$ cat config.mk
export PLATFORM = sky130hd
export DESIGN_NAME = addr1_rd_arb
export DESIGN_NICKNAME = d
export VERILOG_FILES = /design/src/rtl/addr1_rd_arb.sv
export SDC_FILE = /design/constraint.sdc
export NUM_CORES = 1
export LEC_CHECK = 0
export CORE_ASPECT_RATIO = 0.9
export CORE_MARGIN = 2
export CORE_UTILIZATION = 30
export DETAILED_ROUTE_END_ITERATION = 6
export HOLD_SLACK_MARGIN = 0.06
export PLACE_DENSITY = 0.61
export SLEW_MARGIN = 10
export SYNTH_ARGS = -nofsm -noshare
export SYNTH_HDL_FRONTEND = slang
export SYNTH_SLANG_ARGS = --single-unit
$ cat constraint.sdc
create_clock -name clock -period 1.8 [get_ports clock]
set_input_delay 0.36 -clock clock [delete_from_list [all_inputs] [get_ports clock]]
set_output_delay 0.36 -clock clock [all_outputs]
set_load 0.02 [all_outputs]
$ cat src/rtl/addr1_rd_arb.sv
// addr1_rd_arb: round-robin read arbiter, write pass-through and valid tracking for an 8x10 1W1R table (optional ADDR1_RD_ARB_PERF_EN conflict counter)
module addr1_rd_arb #(
  parameter int DEPTH = 8,
  parameter int AW    = 3,
  parameter int DW    = 10
) (
  input  logic          clock,
  input  logic          reset_n,
  input  logic          rd0_valid,
  input  logic [AW-1:0] rd0_addr,
  output logic          rd0_ready,
  input  logic          rd1_valid,
  input  logic [AW-1:0] rd1_addr,
  output logic          rd1_ready,
  input  logic          wr_valid,
  input  logic [AW-1:0] wr_addr,
  input  logic [DW-1:0] wr_data,
  input  logic          flush,
  output logic          rsp_valid,
  input  logic          rsp_ready,
  output logic          rsp_id,
  output logic [DW-1:0] rsp_data,
  output logic          rsp_hit,
  output logic          mem_W0_en,
  output logic [AW-1:0] mem_W0_addr,
  output logic [DW-1:0] mem_W0_data,
  output logic          mem_R0_en,
  output logic [AW-1:0] mem_R0_addr,
  input  logic [DW-1:0] mem_R0_data
`ifdef ADDR1_RD_ARB_PERF_EN
  ,
  output logic [15:0]   perf_conflict_cnt
`endif
);
  typedef enum logic [1:0] {IDLE, RESP, HOLD} state_t;
  state_t state, state_nxt;
  logic rr_last, id_q, hit_q, can_issue, winner, grant;
  logic [AW-1:0] gaddr;
  logic [DW-1:0] hold_q;
  logic [DEPTH-1:0] vld, wr_bit;
  // arbitration, table port drive, response mux and next state
  always_comb begin
    rsp_valid   = state != IDLE;
    can_issue   = (state == IDLE) | (rsp_valid & rsp_ready);
    winner      = (rd0_valid & rd1_valid) ? ~rr_last : rd1_valid;
    grant       = can_issue & (rd0_valid | rd1_valid);
    rd0_ready   = grant & ~winner;
    rd1_ready   = grant & winner;
    gaddr       = winner ? rd1_addr : rd0_addr;
    mem_R0_en   = grant;
    mem_R0_addr = gaddr;
    mem_W0_en   = wr_valid;
    mem_W0_addr = wr_addr;
    mem_W0_data = wr_data;
    rsp_id      = id_q;
    rsp_hit     = hit_q;
    rsp_data    = (state == HOLD) ? hold_q : mem_R0_data;
    wr_bit      = wr_valid ? ({{(DEPTH-1){1'b0}}, 1'b1} << wr_addr) : '0;
    state_nxt   = grant ? RESP : can_issue ? IDLE : (state == RESP) ? HOLD : state;
  end
  // state register
  always_ff @(posedge clock or negedge reset_n) begin
    if (!reset_n) state <= IDLE;
    else state <= state_nxt;
  end
  // grant bookkeeping, stall capture and valid bits (flush before write)
  always_ff @(posedge clock or negedge reset_n) begin
    if (!reset_n) begin
      rr_last <= 1'b1;
      id_q    <= 1'b0;
      hit_q   <= 1'b0;
      hold_q  <= '0;
      vld     <= '0;
    end else begin
      if (grant) begin
        rr_last <= winner;
        id_q    <= winner;
        hit_q   <= vld[gaddr];
      end
      if (state == RESP && !rsp_ready) hold_q <= mem_R0_data;
      vld <= (flush ? '0 : vld) | wr_bit;
    end
  end
`ifdef ADDR1_RD_ARB_PERF_EN
  logic conflict;
  assign conflict = (rd0_valid & rd1_valid) | ((rd0_valid | rd1_valid) & ~can_issue);
  // saturating count of contended or blocked request cycles
  always_ff @(posedge clock or negedge reset_n) begin
    if (!reset_n) perf_conflict_cnt <= '0;
    else if (conflict && perf_conflict_cnt != 16'hFFFF) perf_conflict_cnt <= perf_conflict_cnt + 16'd1;
  end
`endif
endmodule
Word-level counts from Yosys, hierarchy flattened
Cells that the tools add are included.

Bits in registers: 23.

$lt $le $gt $ge: 1. Equal/unequal tests: 2. Shifts and indexed selects: 1. Muxes and demuxes: 10. Bitwise operators: 10. Reduce and logical (&&, ||, !) cells: 5.

Operator list (count): two-way mux 8 bit (2); two-way mux 10 bit (1); OR 8 bit (1); left shift 1 x 3 -> 8 bit (first input constant) (1); two-way mux 2 bit (3); bitwise AND 1 bit (5); less-than comparator 3 x 4 -> 1 bit (second input constant) (1); binary-select mux 1 bit (select 3 bit) (1); two-way mux 3 bit (1); nonzero test 3 bit (1); equality test 2 x 1 -> 1 bit (second input constant) (1); equality test 2 bit (second input constant) (1); logical NOT 2 bit (1); two-way mux 1 bit (2); inverter 1 bit (2); OR 1 bit (2); nonzero test 2 bit (1); logical AND 1 bit (1); logical NOT 1 bit (1).

Depth between registers and ports, before layout
Gate-level depths: netlist of run 1.

Word-level depth: 5. Gate-level depth with buffers: 4. Mapped depth without buffers: 4.

Worst setup path after synthesis of run 1
No wires, ideal clock.

Path kind: reg-to-reg. Start point: reg rr_last. End point: reg hit_q (netlist: rsp_hit). Setup time: 0.126 ns. Arrival time: 1.442 ns. Data required time: 1.674 ns. Slack: 0.232 ns. Cell stages (with the launch flop): 5. Path buffers: 0. Path through: dfstp_2 > a21boi_4 > mux2_4 > mux2i_1 > o32a_1.

Longest elaborated chain between the ends: 5.

Ends and longest elaborated chain: from (decl) (RTL line 37) `logic rr_last, id_q, hit_q, can_issue, winner, grant;`; from (signal assigned) (RTL line 76) `rr_last <= winner;`; inverter 1 bit (RTL line 45) `winner = (rd0_valid & rd1_valid) ? ~rr_last : rd1_valid;`; two-way mux 1 bit (RTL line 45); two-way mux 3 bit (RTL line 49) `gaddr = winner ? rd1_addr : rd0_addr;`; named net mem_R0_addr[1] (RTL line 28) `output logic [AW-1:0] mem_R0_addr,`; binary-select mux 1 bit (select 3 bit) (RTL line 78) `hit_q <= vld[gaddr];`; two-way mux 1 bit (implied by the code) (RTL line 78); to (signal assigned) (RTL line 78); to (decl) (RTL line 37).

The timed path passes the listed nets, and every way through them passes these cells. The select of a mux whose other input is x is not followed. A chain may end at the register's enable or synchronous reset.

Final worst setup path of run 1
Start point: reg state[0]. End point: out rsp_data[2].

Longest elaborated chain between the ends: 2.

Ends and longest elaborated chain: from (decl) (RTL line 36) `state_t state, state_nxt;`; from (signal assigned) (RTL line 64) `else state <= state_nxt;`; equality test 2 bit (RTL line 57) `rsp_data = (state == HOLD) ? hold_q : mem_R0_data;`; two-way mux 10 bit (RTL line 57); to (decl) (RTL line 22) `output logic [DW-1:0] rsp_data,`.

Every way passes these cells.

==> results of run 1 <==
[path summary, 6_finish.rpt]
| kind | startpoint | end |
|---|---|---|
| min in group clock | rsp_id | rsp_id |
| max in group asynchronous | reset_n | rr_last |
| hold reg to reg | rsp_id | rsp_id |
| setup / recovery | state[0] | rsp_data[2] |
| hold / removal | reset_n | rsp_hit |
| setup reg to reg | rr_last | rsp_hit |
[routing by layer]
layer	vias to the layer above	wire length (um)
met4	0	34
met2	27	1600
met1	539	1320
li1	536	-
met5	-	0
met3	4	120
[cell usage in the layout, fill, tap and decap left out, drive strengths merged, types with 2 or more instances in the layout]
master         instances
nand2                 11
dfrtp                 22
o22ai                  6
nor2b                  2
mux4                   2
clkbuf                 3
dlymetal6s2s           2
o32ai                  2
inv                   10
nand4                  2
nand2b                 3
clkdlybuf4s50         24
dlygate4sd2            5
buf                   38
mux2                  23
[registers in the layout (all words and copies together), names as in the netlist]
name,cells
rsp_id,1
vld,8
hold_q,10
rr_last,1
rsp_hit,1
state,2
[final cells by class]
| cell class | instances | area, um2 |
|---|---|---|
| well taps | 62 | 77.6 |
| flip-flops and latches | 23 | 577 |
| clock inverters | 1 | 5.00 |
| fillers | 431 | 2380 |
| multi-input cells | 72 | 673 |
| repair buffers | 70 | 637 |
| clock buffers | 3 | 41.3 |
| inverters | 10 | 37.5 |
[per-stage QoR]
step	instances	utilization (%)	power (mW)	area (um2)	TNS, ns
after floorplan	122	-	1.01	1370	0
after global placement	234	44.0	1.25	1950	-5.04
after detailed placement	234	44.0	1.27	1950	-5.19
after CTS	241	45.4	1.58	2010	-1.38
after global routing	241	46.2	1.70	2050	-0.325
final	241	46.2	1.60	2050	0
[timing repair]
| action | in CTS | in global routing |
|---|---|---|
| gates cloned | 1 | 0 |
| endpoints found under the setup margin | 21 | 15 |
| buffers inserted | 2 | 0 |
| resized for setup | 63 | 44 |
| pin swaps | 1 | 0 |
[worst reg2reg max path: stages, from the launching register on]
cell                       delay (ns)
sky130_fd_sc_hd__dfstp_2         0.58
sky130_fd_sc_hd__a21boi_4        0.08
sky130_fd_sc_hd__mux2_4          0.31
sky130_fd_sc_hd__buf_4           0.14
sky130_fd_sc_hd__mux2i_1         0.11
sky130_fd_sc_hd__o32a_1          0.34
[power by group]
| group | internal [mW] | switching [mW] | leakage, nW |
|---|---|---|---|
| registers | 0.615 | 0.0539 | 0.283 |
| logic | 0.350 | 0.264 | 0.616 |
| clock network | 0.154 | 0.163 | 0.0255 |
[kinds of logic (layout without fill, tap and decap cells)]
logic type | Yosys count | after routing | synth area share [%]
compound gates | 20 | 20 | 13.2
buf+inv | 27 | 84 | 11.4
flops | 23 | 23 | 42.1
mux | 26 | 26 | 23.2
simple gates | 26 | 26 | 10.0
==> impl_summary.txt, run 1 <==
----------------------------------------------------
[Status]
  Status ... complete, no violations

[Critical path]
  Data required time of the worst path ... around 1.4 ns
  Buffers plus inverters on the worst setup path ... 2
  Kind of cell adding the most delay to the critical path ... flip-flops
  Cells along the critical path ... nor2b_4 -> buf_6 -> mux2_1 -> buf_6
  Arrival time worst endpoint ... approximately 1.4 ns
  Most common cell on crit path ... sky130_fd_sc_hd__buf_6
  Element type at the critical path start ... flop
  Worst-case reg-to-reg path depth ... 5
  Reg-to-reg slack, setup ... around 0.13 ns
  Crit Path Class ... reg -> out
  Slowest stage cell on the critical path ... sky130_fd_sc_hd__dfrtp_1
  Delay of the slowest cell on the worst path ... 0.41 ns
  Type of element capturing the critical path ... output pin
  Path length in cells of the critical path ... 4
  Worst-path maximum fanout ... 5

[Timing]
  Setup violation total in the final timing report ... 0
  Min Tclk post-route ... ~1.8 ns
  Slew at the pin with the worst max-slew slack ... about 0.30 ns
  Max Transition Viols Final ... 0
  Maximum clock skew at final layout ... roughly 0.0042 ns
  Hold slack final ... 0.454 ns
  FMAX ... 562 MHz
  Worst slew margin relative to its limit ... 79.6%
  Final hold vios ... 0
  Final period util ... between 90% and 100%
  Unrepaired setup endpoints after global routing ... true
  Least setup slack across all paths after layout ... 0.0194 ns

[Global routing]
  GR peak layer ... met2
  GRT overflow ... 0
  GR met1 Demand/Resource ... 16.8%
  Maximum number of pins on one net before global-route repair ... 24
  Number of global-route vias before repair ... ~1100
  Met2 demand-to-capacity share in global routing ... 20.9%
  Global-route wire length before repair ... between 4000 and 5000 um
  Number of antenna violations at the first check in global routing ... 0
  Met3 Track Usage GR ... under 10%
  Global router's overall resource usage ... 12.5%

[Floorplanning]
  Initial Utilization ... 30.9%
  Die area ... 5120 um2
  Core Area ... ~4400 um2
  DIE WIDTH ... between 70 and 80 um
  IO Count ... 69
  Row count ... 23
  Y dimension of the die ... between 60 and 70 um

[Synthesis]
  Largest area contributor in the synthesized netlist ... sky130_fd_sc_hd__dfrtp_1
  Synthesized cell area ... 1370 um2
  Number of enable-type register cells in the synthesized netlist ... 0
  Synth cell count leaders ... 22 x sky130_fd_sc_hd__dfrtp_1, 20 x sky130_fd_sc_hd__mux2_2, 14 x sky130_fd_sc_hd__buf_4, 11 x sky130_fd_sc_hd__nand2_1, 9 x sky130_fd_sc_hd__inv_1
  Share of the synthesized area in the top cell type ... approximately two fifths
  Avg Inst Size Synth ... approximately 11 um2
  Gate count after technology mapping ... between 100 and 150
  Post-synthesis async set-or-reset flop share ... 100%
  Sequential-to-total area share from yosys stat ... a little over two fifths
  Most common flop cell mapped by yosys ... sky130_fd_sc_hd__dfrtp_1
  Number of distinct library cells after synthesis ... 38
  Top-count cell post-synth ... sky130_fd_sc_hd__dfrtp_1
  Count of warnings emitted by yosys ... 0
  Number of storage elements in the synthesis netlist ... 23
  Synth area leaders ... sky130_fd_sc_hd__dfrtp_1 40%, sky130_fd_sc_hd__mux2_2 16%, sky130_fd_sc_hd__buf_4 7.7%
  Net count after synthesis ... around 160

[Placement]
  Count of buffers from port buffering ... 48
  Total half-perimeter wirelength after legalization and detailed placement ... around 2400 um
  Weighted congestion at the end of routability-driven global placement ... roughly 0.86
  Worst-case setup slack after placement ... -0.563 ns

[Hold path]
  Worst hold path type ... in -> async

[Final layout]
  Total number of nets in the final design ... 216
  Synthesis-to-finish area growth ... 49.5%
  Number of diodes ... 0
  Layout cells sized above 1 ... a little over two fifths

[CTS]
  Clock sink total ... 23
  Clock root cell ... sky130_fd_sc_hd__clkbuf_8
  Clock tree from TritonCTS ... built
  H-tree depth ... 1
  CTS Hold Bufs ... 0
  Max Root-Sink Buffers ... 2
  Source-to-sink clock delay at the later pin of the worst-skew pair ... 0.26 ns
  TritonCTS Buffers ... 3
  Clock-pin slew reported for the worst setup and hold paths after clock tree synthesis ... around 0.08 ns

[Flow run]
  Total of max-cap violations ... 0

[Detailed routing]
  Post-route ant nets ... 0
  Detailed Route Iter0 Violations ... 25
  Vias post-DR ... between 1000 and 1500
  TritonRoute pass-1 iters ... 4
  Number of remaining DRC errors ... 0
  Detailed-route wire length per cell ... approximately 13 um
  Vias per cell ... between 4 and 5
  Total length of routed wires ... 3080 um

[Pwr]
  Worst IR Drop VDD ... 345 uV
  Cell Pwr Density ... about 800 nW/um2
  Static power due to leakage ... roughly 0.93 nW

----------------------------------------------------
(Power assumes the default switching activity.)
==> run 2, diff against run 1 <==
--- a/config.mk
+++ b/config.mk
@@ -10,6 +10,7 @@
 export CORE_UTILIZATION = 30
 export DETAILED_ROUTE_END_ITERATION = 6
 export HOLD_SLACK_MARGIN = 0.06
+export MAX_ROUTING_LAYER = met4
 export PLACE_DENSITY = 0.61
 export SLEW_MARGIN = 10
 export SYNTH_ARGS = -nofsm -noshare
==> impl_summary.txt, run 2 (synthesis results as in run 1) <==
----------------------------------------------------
[Final layout]
  Highest-count cells in the layout ignoring fill and taps ... 24 x sky130_fd_sc_hd__clkdlybuf4s50_1, 22 x sky130_fd_sc_hd__dfrtp_1, 21 x sky130_fd_sc_hd__buf_4
  Most common cell after layout, fill and taps aside ... sky130_fd_sc_hd__clkdlybuf4s50_1
  Layout cells sized above 1 ... 43.6% (unchanged)
  Synthesis-to-finish area growth ... 49.5% (unchanged)
  Number of flip-flops in the largest register ... 10 (unchanged)
  Number of diodes ... 0 (unchanged)
  Register containing the most flip-flops in the final layout ... hold_q
  Largest registers ... hold_q x10, vld x8, state x2
  Total number of nets in the final design ... 216 (unchanged)
  Post-layout instance count excluding filler cells ... 241 (unchanged)

[Detailed routing]
  Total length of routed wires ... 3080 um (+0.13%)
  TritonRoute pass-1 iters ... 4 (unchanged)
  Detailed Route Iter0 Violations ... 29 (+16%)
  Number of remaining DRC errors ... 0 (unchanged)
  Post-route ant nets ... 0 (unchanged)
  Vias post-DR ... 1106 (unchanged)
  Detailed-route wire length per cell ... 12.8 um (+0.13%)
  Vias per cell ... 4.59 (unchanged)

[Timing]
  FMAX ... 562 MHz (about the same)
  Setup violation total in the final timing report ... 0 (unchanged)
  Final hold vios ... 0 (unchanged)
  Unrepaired setup endpoints after global routing ... true
  Worst slew margin relative to its limit ... 79.6% (unchanged)
  Post-route setup TNS ... 0 ns (unchanged)
  Max Transition Viols Final ... 0 (unchanged)
  Min Tclk post-route ... 1.78 ns (-0.0000366 ns)
  Maximum clock skew at final layout ... 0.00374 ns (-0.000458 ns)
  Final period util ... 98.9% (about the same)
  Slew at the pin with the worst max-slew slack ... 0.305 ns (unchanged)

[Critical path]
  Most common cell on crit path ... sky130_fd_sc_hd__buf_6
  Worst-path maximum fanout ... 5 (unchanged)
  Arrival time worst endpoint ... 1.42 ns (about the same)
  Data required time of the worst path ... 1.44 ns (about the same)
  Slowest stage cell on the critical path ... sky130_fd_sc_hd__dfrtp_1
  Buffers plus inverters on the worst setup path ... 2 (unchanged)
  Crit Path Class ... reg -> out
  Delay of the slowest cell on the worst path ... 0.41 ns (about the same)
  Type of element capturing the critical path ... output pin
  Cells along the critical path ... nor2b_4 -> buf_6 -> mux2_1 -> buf_6
  Element type at the critical path start ... flop
  Kind of cell adding the most delay to the critical path ... flip-flops

[CTS]
  CTS Hold Bufs ... 0 (unchanged)
  Clock root cell ... sky130_fd_sc_hd__clkbuf_8
  H-tree depth ... 1 (unchanged)
  Clock-pin slew reported for the worst setup and hold paths after clock tree synthesis ... 0.08 ns (about the same)
  Clock tree from TritonCTS ... built
  Clock sink total ... 23 (unchanged)
  Max Root-Sink Buffers ... 2 (unchanged)
  TritonCTS Buffers ... 3 (unchanged)
  Source-to-sink clock delay at the later pin of the worst-skew pair ... 0.26 ns (about the same)

[Pwr]
  Static power due to leakage ... 0.925 nW (unchanged)
  Worst IR Drop VDD ... 344 uV (-0.26%)
  Cell Pwr Density ... 781 nW/um2 (about the same)

[Hold path]
  Worst hold path type ... in -> async

[Placement]
  Total half-perimeter wirelength after legalization and detailed placement ... 2420 um (unchanged)
  Total instance count after detailed placement ... 234 (unchanged)
  Count of buffers from port buffering ... 48 (unchanged)
  Weighted congestion at the end of routability-driven global placement ... 0.872 (+1.6%)

[Status]
  Status ... complete, no violations

[Global routing]
  Maximum number of pins on one net before global-route repair ... 24 (unchanged)
  GRT overflow ... 0 (unchanged)
  Number of antenna violations at the first check in global routing ... 0 (unchanged)
  Number of global-route vias before repair ... 1090 (-0.092%)
  Global-route wire length before repair ... 4940 um (+0.14%)
  Global router's overall resource usage ... 12.9% (+0.36 points)

[Flow run]
  Total of max-cap violations ... 0 (unchanged)

[Floorplanning]
  Core Area ... 4430 um2 (unchanged)
  DIE WIDTH ... 75.2 um (unchanged)
  Die area ... 5120 um2 (unchanged)
  Row count ... 23 (unchanged)
  Y dimension of the die ... 68.1 um (unchanged)
  IO Count ... 69 (unchanged)
  Initial Utilization ... 30.9% (unchanged)

----------------------------------------------------
run 2: path summary, 6_finish.rpt:
check	start	endpoint	slack, ns	cells after the start
setup / recovery	state[0]	rsp_data[2]	0.02	4
hold / removal	reset_n	rsp_hit	0.45	2
setup reg to reg	rr_last	rsp_hit	0.13	5
hold reg to reg	rsp_id	rsp_id	0.48	1
max in group asynchronous	reset_n	rr_last	1.07	2
min in group clock	rsp_id	rsp_id	0.48	1
run 2: power by group:
| part | switching, mW | internal [mW] |
|---|---|---|
| Clock | 0.163 | 0.154 |
| Combinational | 0.264 | 0.350 |
| Sequential | 0.0540 | 0.615 |
run 2: metrics by stage:
stage          instance area, um2  power, mW  hold slack [ns]  util, %  setup slack, ns
6_report                     2050       1.60            0.454     46.2           0.0195
5_1_grt                      2050       1.70            0.489     46.2          -0.0418
4_1_cts                      2010       1.58            0.463     45.4           -0.159
3_5_place_dp                 1950       1.27            0.472     44.0           -0.563
3_3_place_gp                 1950       1.25            0.467     44.0           -0.567
2_1_floorplan                1370       1.01           0.0644        -            0.232
run 2: cell type report:
cell class	instances	area, um2
timing repair buffer	70	637
clock inverter	1	5.00
tap	62	77.6
inverter	10	37.5
fill	431	2380
sequential	23	577
clock buffer	3	41.3
multi-input combinational	72	673
run 2: worst reg2reg max path: cells and delay by family (launching register included):
kind                   cells  cell delay [ns]
buffers and inverters      1             0.14
AO/OA/AOI/OAI              2             0.42
multiplexers               2             0.42
flip-flops                 1             0.58
run 2: what timing repair did:
action,CTS,global route
setup endpoints to repair,21,15
setup buffers,2,0
pin swaps,1,0
gates resized for setup,63,44
gates cloned,1,0
run 2: per-layer routing:
metal,part of all wire [%],GRT usage [%],vias up
met4,1.0,3.73,0
met5,0,-,-
met3,3.6,1.77,4
li1,-,-,536
met1,44,16.8,541
met2,52,20.9,25
==> run 3, diff against run 2 <==
==> constraint.sdc (replaced) <==
create_clock -name clock -period 1.8 [get_ports clock]
set_input_delay 0.36 -clock clock [delete_from_list [all_inputs] [get_ports clock]]
set_output_delay 0.36 -clock clock [all_outputs]
set_load 0.05 [all_outputs]
==> impl_summary.txt, run 3 (synthesis results as in run 1) <==
----------------------------------------------------
[Final layout]
  Synthesis-to-finish area growth ... 59.1%
  Number of diodes ... 0 (unchanged)
  Number of flip-flops in the largest register ... 10 (unchanged)
  Highest-count cells in the layout ignoring fill and taps ... 22 x sky130_fd_sc_hd__dfrtp_1, 22 x sky130_fd_sc_hd__clkdlybuf4s50_1, 13 x sky130_fd_sc_hd__buf_4
  Total number of nets in the final design ... 207 (-4.2%)
  Register containing the most flip-flops in the final layout ... hold_q
  Layout cells sized above 1 ... 46.5% (+2.9 points)
  Post-layout instance count excluding filler cells ... 232 (-3.7%)
  Largest registers ... hold_q x10, vld x8, state x2

[Status]
  Status ... complete, but fails checks
  Violated checks ... negative setup slack

[Timing]
  FMAX ... 545 MHz (-3.0%)
  Unrepaired setup endpoints after global routing ... true
  Min Tclk post-route ... 1.83 ns (+0.0542 ns)
  Max Transition Viols Final ... 0 (unchanged)
  Final period util ... 102% (+3.0 points)
  Maximum clock skew at final layout ... 0.00259 ns (-0.00115 ns)
  Slew at the pin with the worst max-slew slack ... 0.293 ns (-0.0114 ns)
  Final hold vios ... 0 (unchanged)
  Setup violation total in the final timing report ... 10 (+10)
  Worst slew margin relative to its limit ... 80.4% (+0.80 points)
  Least setup slack across all paths after layout ... -0.0347 ns (-0.0542 ns)

[Floorplanning]
  Die area ... 5120 um2 (unchanged)
  Initial Utilization ... 30.9% (unchanged)
  Y dimension of the die ... 68.1 um (unchanged)
  Core Area ... 4430 um2 (unchanged)
  DIE WIDTH ... 75.2 um (unchanged)
  Row count ... 23 (unchanged)
  IO Count ... 69 (unchanged)

[Critical path]
  Buffers plus inverters on the worst setup path ... 2 (unchanged)
  Delay of the slowest cell on the worst path ... 0.42 ns (about the same)
  Crit Path Class ... reg -> out
  Kind of cell adding the most delay to the critical path ... flip-flops
  Reg-to-reg slack, setup ... 0.14 ns (about the same)
  Worst-path maximum fanout ... 5 (unchanged)
  Data required time of the worst path ... 1.44 ns (about the same)
  Element type at the critical path start ... flop
  Arrival time worst endpoint ... 1.47 ns (+0.05 ns)
  Type of element capturing the critical path ... output pin
  Cells along the critical path ... nor2b_4 -> buf_6 -> mux2_4 -> buf_8
  Slowest stage cell on the critical path ... sky130_fd_sc_hd__dfrtp_1

[Global routing]
  Global-route wire length before repair ... 5200 um (+5.3%)
  GRT overflow ... 0 (unchanged)
  Number of global-route vias before repair ... 1062 (-2.6%)
  Global router's overall resource usage ... 13.5% (+0.62 points)
  Maximum number of pins on one net before global-route repair ... 24 (unchanged)
  Number of antenna violations at the first check in global routing ... 0 (unchanged)

[Detailed routing]
  Vias per cell ... 4.68 (+2.0%)
  Detailed-route wire length per cell ... 14.4 um (+12%)
  Detailed Route Iter0 Violations ... 26 (-10%)
  Vias post-DR ... 1086 (-1.8%)
  TritonRoute pass-1 iters ... 4 (unchanged)
  Post-route ant nets ... 0 (unchanged)
  Total length of routed wires ... 3340 um (+8.2%)
  Number of remaining DRC errors ... 0 (unchanged)

[Placement]
  Weighted congestion at the end of routability-driven global placement ... 0.886 (+1.6%)
  Total instance count after detailed placement ... 224 (-4.3%)
  Total half-perimeter wirelength after legalization and detailed placement ... 2410 um (-0.11%)
  Count of buffers from port buffering ... 48 (unchanged)

[CTS]
  Source-to-sink clock delay at the later pin of the worst-skew pair ... 0.26 ns (about the same)
  Clock sink total ... 23 (unchanged)
  Clock root cell ... sky130_fd_sc_hd__clkbuf_8
  TritonCTS Buffers ... 3 (unchanged)
  Clock tree from TritonCTS ... built
  H-tree depth ... 1 (unchanged)
  CTS Hold Bufs ... 0 (unchanged)
  Clock-pin slew reported for the worst setup and hold paths after clock tree synthesis ... 0.08 ns (about the same)
  Max Root-Sink Buffers ... 2 (unchanged)

[Pwr]
  Worst IR Drop VDD ... 459 uV (+34%)
  Static power due to leakage ... 0.954 nW (+3.1%)
  Cell Pwr Density ... 846 nW/um2 (+8.3%)
  Total chip power ... 1.84 mW (+15%)

[Flow run]
  Total of max-cap violations ... 0 (unchanged)

[Hold path]
  Worst hold path type ... in -> async

----------------------------------------------------
==> run 3: cell types whose count changed in the layout (fill, tap and decap cells not counted), sizes merged <==
cell / previous run / this run
dlymetal6s2s: 2 / 1
clkdlybuf4s50: 24 / 22
dlygate4sd2: 5 / 2
clkdlybuf4s15: 1 / 0
buf: 38 / 36
==> run 3: power breakdown <==
group | switching (mW) | internal (mW) | leakage [nW] | total, mW
Combinational | 0.431 | 0.417 | 0.645 | 0.848
Sequential | 0.0621 | 0.615 | 0.283 | 0.677
Clock | 0.165 | 0.154 | 0.0255 | 0.319
==> run 3: layer usage <==
layer	wire, um	track usage [%]	share of wire (%)	up-vias
met5	0	-	0	-
met2	1720	21.4	51	27
li1	-	-	-	518
met3	140	2.36	4.2	4
met4	34	2.41	1.0	0
met1	1450	18.4	43	537
==> run 3: repair_timing <==
item,in CTS,in global routing
pin swaps,0,2
cloned,1,0
endpoints found under the setup margin,16,17
gates resized for setup,40,10
setup buffers,2,1
==> run 3: final timing paths <==
kind | startpoint | endpoint | depth (start not counted)
min in group clock | rsp_id | rsp_id | 1
max in group asynchronous | reset_n | rr_last | 2
max reg2reg | rr_last | rsp_hit | 5
min reg2reg | rsp_id | rsp_id | 1
max | state[0] | rsp_data[9] | 4
min | reset_n | hold_q[8] | 2
==> run 3: stage by stage <==
stage | setup WS, ns | instance area (um2) | utilization, % | hold WS (ns) | TNS, ns
after floorplan | 0.0442 | 1370 | - | 0.0644 | 0
after global placement | -0.237 | 1920 | 43.3 | 0.469 | -0.967
after detailed placement | -0.279 | 1920 | 43.3 | 0.477 | -1.15
after CTS | -0.0350 | 2120 | 47.9 | 0.450 | -0.255
after global routing | -0.0794 | 2180 | 49.2 | 0.466 | -0.744
final | -0.0347 | 2180 | 49.2 | 0.443 | -0.247
==> run 3: worst reg2reg max path: stages, from the launching register on <==
cell                        delay, ns
sky130_fd_sc_hd__dfstp_2         0.60
sky130_fd_sc_hd__a21boi_4        0.08
sky130_fd_sc_hd__buf_6           0.14
sky130_fd_sc_hd__a2111oi_4       0.33
sky130_fd_sc_hd__a221oi_2        0.07
sky130_fd_sc_hd__o32a_1          0.33
==> run 3: final cells by class <==
type / instances / area, um2
clock buffers: 3 / 41.3
flip-flops and latches: 23 / 577
well taps: 62 / 77.6
clock inverters: 1 / 5.00
repair buffers: 61 / 714
fillers: 409 / 2250
inverters: 10 / 37.5
multi-input cells: 72 / 727
